`config.mk`:
```
export PLATFORM = sky130hd
export DESIGN_NAME = tff_counter
export DESIGN_NICKNAME = d
export VERILOG_FILES = /design/src/rtl/tff_counter_pkg.sv /design/src/rtl/tff_counter_cell.sv /design/src/rtl/tff_counter.sv
export SDC_FILE = /design/constraint.sdc
export NUM_CORES = 1
export LEC_CHECK = 0
export CAP_MARGIN = 40
export CORE_MARGIN = 10
export CORE_UTILIZATION = 34
export CTS_CLUSTER_DIAMETER = 30
export DETAILED_ROUTE_END_ITERATION = 6
export GPL_ROUTABILITY_DRIVEN = 1
export PLACE_DENSITY = 0.67
export SYNTH_ARGS = -nofsm -noshare
export SYNTH_HDL_FRONTEND = slang
export SYNTH_SLANG_ARGS = --single-unit
```
`constraint.sdc`:
```
create_clock -name clk -period 3.95 [get_ports clk]
set_input_delay 1.185 -clock clk [delete_from_list [all_inputs] [get_ports clk]]
set_output_delay 1.185 -clock clk [all_outputs]
set_load 0.02 [all_outputs]
```
`src/rtl/tff_counter_pkg.sv`:
```
// Shared constants and helpers for tff_counter: saturate-mode encodings, load clamp, terminal value.
// Pure combinational helpers; no latency, no backpressure.
package tff_counter_pkg;

  localparam int MODE_WRAP = 0;
  localparam int MODE_SAT  = 1;

  // Loads beyond the count range land on the top of the range.
  function automatic int unsigned clamp_load(input int unsigned val, input int unsigned modv);
    return (val >= modv) ? modv - 32'd1 : val;
  endfunction

  // Value at which the counter sits at the end of its range for the given direction.
  function automatic int unsigned term_val(input logic up, input int unsigned modv);
    return up ? modv - 32'd1 : 32'd0;
  endfunction

endpackage

```
`src/rtl/tff_counter_cell.sv`:
```
// 1-bit toggle flip-flop with synchronous reset to a per-bit value and synchronous load.
// One cycle from rst/ld/t to q; no backpressure.
module tff_cell (
  input  logic clk,
  input  logic rst,
  input  logic rst_val,
  input  logic ld,
  input  logic d,
  input  logic t,
  output logic q
);

  always_ff @(posedge clk) begin
    if (rst)
      q <= rst_val;
    else if (ld)
      q <= d;
    else
      q <= q ^ t;
  end

endmodule

```
`src/rtl/tff_counter.sv`:
```
// Modulo up/down counter built from toggle cells; wrap or saturate, tc and ovf pulse.
// One cycle from rst/load/en to q; no backpressure. Sticky overflow via TFF_COUNTER_OVF_STICKY_EN.
module tff_counter
  import tff_counter_pkg::*;
#(
  parameter int          WIDTH    = 4,
  parameter int unsigned MOD      = 16,
  parameter int unsigned RST_VAL  = 0,
  parameter int          SATURATE = MODE_WRAP
) (
  input  logic             clk,
  input  logic             rst,
  input  logic             en,
  input  logic             up,
  input  logic             load,
  input  logic [WIDTH-1:0] load_val,
  input  logic             ovf_clr,
  output logic [WIDTH-1:0] q,
  output logic [WIDTH-1:0] qbar,
  output logic             tc,
  output logic             ovf,
  output logic             ovf_sticky
);

  // One extra bit keeps MOD-1 representable and comparisons exact when MOD = 2^WIDTH.
  localparam logic [WIDTH:0]   MOD_M1 = (WIDTH+1)'(MOD - 32'd1);
  localparam logic [WIDTH:0]   ONE    = (WIDTH+1)'(1);
  localparam logic [WIDTH-1:0] RST_Q  = WIDTH'(RST_VAL);

  logic [WIDTH:0]   q_x;
  logic [WIDTH:0]   nxt_x;
  logic [WIDTH-1:0] ld_q;
  logic [WIDTH-1:0] toggle;
  logic             wrap;
  logic             ovf_nxt;
  logic             unused_nxt_msb;

  assign q_x            = {1'b0, q};
  assign ld_q           = WIDTH'(clamp_load(32'(load_val), MOD));
  assign qbar           = ~q;
  assign tc             = (q_x == (WIDTH+1)'(term_val(up, MOD)));
  assign unused_nxt_msb = nxt_x[WIDTH];

  always_comb begin
    nxt_x = q_x;
    wrap  = 1'b0;
    if (en) begin
      if (up) begin
        if (q_x == MOD_M1) begin
          wrap  = 1'b1;
          nxt_x = (SATURATE == MODE_SAT) ? q_x : '0;
        end else begin
          nxt_x = q_x + ONE;
        end
      end else begin
        if (q_x == '0) begin
          wrap  = 1'b1;
          nxt_x = (SATURATE == MODE_SAT) ? q_x : MOD_M1;
        end else begin
          nxt_x = q_x - ONE;
        end
      end
    end
    // Cells only need to know which bits flip; load and reset bypass the toggle path.
    toggle  = nxt_x[WIDTH-1:0] ^ q;
    ovf_nxt = wrap & ~load;
  end

  for (genvar i = 0; i < WIDTH; i++) begin : g_cell
    tff_cell u_cell (
      .clk     (clk),
      .rst     (rst),
      .rst_val (RST_Q[i]),
      .ld      (load),
      .d       (ld_q[i]),
      .t       (toggle[i]),
      .q       (q[i])
    );
  end

  always_ff @(posedge clk) begin
    if (rst)
      ovf <= 1'b0;
    else
      ovf <= ovf_nxt;
  end

`ifdef TFF_COUNTER_OVF_STICKY_EN
  // A new overflow outranks a clear arriving on the same edge.
  always_ff @(posedge clk) begin
    if (rst)
      ovf_sticky <= 1'b0;
    else if (ovf_nxt)
      ovf_sticky <= 1'b1;
    else if (ovf_clr)
      ovf_sticky <= 1'b0;
  end
`else
  logic unused_ovf_clr;
  assign unused_ovf_clr = ovf_clr;
  assign ovf_sticky     = 1'b0;
`endif

endmodule

```
==> flow_metrics.tcl <==
set metrics [dict create \
    hold_class "reg -> reg" \
    max_freq_mhz 283 \
    final_core_util_pct 50.3 \
    ys_warn_count 0 \
    async_flop_share_pct 0 \
    yosysTopAreaCell "dfxtp_1" \
    clkLatencyLatePin_ns 0.24 \
    synthCells 60 \
    grt.overflow.total 0 \
    die_x_um 57.2 \
    cts-buffers-inserted 3 \
    synth_cell_types 30 \
    ir_worst_vdd_uv 120 \
    vias 444 \
    synth_common_cells "a21oi_1 (6), buf_4 (5), dfxtp_1 (5), nor2_1 (5)" \
    dr.pass1.iters 3 \
    drive_above_1_share_pct 14.5 \
    cts_hold_buf 0 \
    grt_max_degree 10 \
    endpoint_kind "output pin" \
    cp.required_ns 2.76 \
    root_buffer "clkbuf_4" \
    port_buffers 18 \
    path_clk_slew_ns 0.04 \
    start_util_pct 36.2 \
    setup_viol 0 \
    hold_viol 0 \
    drtAntennaViolNets 0 \
    wl_per_cell_um 12.9 \
    yosys.area.top_type_share_pct 21.3 \
    grtUsageTotal_pct 7.43 \
    synthFlopType "dfxtp_1" \
    ys_ff_latch 5 \
    final.period_utilization_pct 89.5 \
    dp.cells 87 \
    fin_cells 91 \
    max_stage_delay_ns 0.49 \
    synth_edf_count 0 \
    ioPinCount 21 \
    antenna_found_initial 0 \
    ys_seq_area_share_pct 21.3 \
    regToRegSetupSlack_ns 2.40 \
    rsz0062_at_grt "no" \
    core_area_um2 1300 \
    place.gp.congestion 0.721 \
    avgSynthCellArea_um2 7.84 \
    fin_hold_ws_ns 0.625 \
    diodes 0 \
    die_y_um 57.2 \
    crit_fanout 2 \
    grt_pass1_wl_um 1920 \
    critPathArrivalTime_ns 2.35 \
    die_area_um2 3270 \
    crit_slowest_cell "clkdlybuf4s50_1" \
    syn2layout_area_growth_pct 39.1 \
    status "finished clean" \
    rr_worst_depth 6 \
    fin_nets 91 \
    p_leak_nw 0.271 \
    skew_ns 0.00120 \
    rows 13 \
    startpoint "up" \
    synth.most_common_cell "a21oi_1" \
    startpoint_type "input port" \
    synth_area_leaders "dfxtp_1 (21%), ha_1 (11%), buf_4 (8.0%)" \
    maxCapViolCount 0 \
    routed_via_density 4.88 \
    syn_nets 74 \
    timing.final.crit_period_ns 3.54 \
    cts_tree "yes" \
    cp-endpoint "tc" \
    routed_wl_um 1180 \
    power_density_nw_per_um2 288 \
    syn-cell-area_um2 470 \
    critPathKind "in -> out" \
    route.detailed.drc 0 \
    cts.htree.levels 1 \
    crit_chain "clkdlybuf4s50_1, inv_2, ha_1, a21oi_1, dlymetal6s2s_1" \
    cts.path.max_buffers 2 \
    final.setup.tns_ns 0 \
    clock_sinks 5 \
    grt_pass1_vias 432 \
    drt_iter0_markers 3 \
    maxSlewViolCount 0 \
    place_hpwl_um 957 \
]
## worst min-delay path by stage
stage          start  endpoint  depth (start not counted)
2_1_floorplan   flop      flop                          2
5_1_grt         flop      flop                          2
6_report        flop      flop                          2
3_3_place_gp    flop      flop                          2
3_5_place_dp    flop      flop                          2
4_1_cts         flop      flop                          2
## routing by layer
metal  up-vias  wire [um]  track usage [%]
li1        231          -                -
met1       198        479             6.60
met2        13        601             13.0
met3         2         90             5.53
met4         0          6             2.01
met5         -          0                0
## area by class of cell
| type | count | area [um2] |
|---|---|---|
| fill | 151 | 647 |
| multi-input combinational | 41 | 288 |
| timing repair buffer | 20 | 198 |
| sequential | 5 | 100 |
| clock buffer | 4 | 26.3 |
| inverter | 6 | 23.8 |
| tap | 15 | 18.8 |
## kinds of logic after synthesis
| group | share of synthesized area [%] |
|---|---|
| DFF | 21.3 |
| AOI/OAI and AO/OA | 18.9 |
| adders and majority gates | 10.6 |
| xor gates and xnor gates | 3.72 |
| buffers and inverters | 17.5 |
| muxes | 5.32 |
| and+or+nand+nor | 21.8 |
| other | 0.797 |
## layout by cell type (no fill, tap or decap), drive strengths merged
cell	instances
nor2b	2
o21ai	1
xnor2	2
a31oi	1
clkdlybuf4s50	17
dlymetal6s2s	1
nor2	5
mux2	1
inv	5
a21oi	6
buf	2
o21a	1
o211ai	2
clkbuf	4
mux2i	1
nand4b	1
nand2	3
a211o	1
clkinv	1
dfxtp	5
nor3	3
a211oi	1
ha	4
nand2b	1
nor4b	1
o31ai	1
conb	1
nand4	2
## worst max-delay path, delay by kind of cell
family | cells | cell delay (ns)
compound gates | 1 | 0.11
fa+ha+maj | 1 | 0.29
buf+inv | 3 | 0.78
## where the power goes
group	switching (W)	leakage, nW	internal, W	total [W]
logic	0.0000328	0.215	0.0000354	0.0000682
registers	0.00000726	0.0413	0.0000541	0.0000614
clock network	0.0000207	0.0150	0.0000382	0.0000589
## repair_timing
action / in CTS / in global routing
resized for setup: 0 / 1
setup buffers: 0 / 0
endpoints found under the hold margin: 0 / 0
setup endpoints to repair: 0 / 1
## stage by stage
step	cell area, um2	setup WS [ns]	total power, W
floorplan	470	0.926	0.000107
global placement	626	0.0195	0.000131
detailed placement	626	0.0230	0.000131
CTS	652	0.0139	0.000191
global route	654	0.339	0.000200
finish	654	0.415	0.000189
No activity file was read; power rests on OpenSTA's default activity.
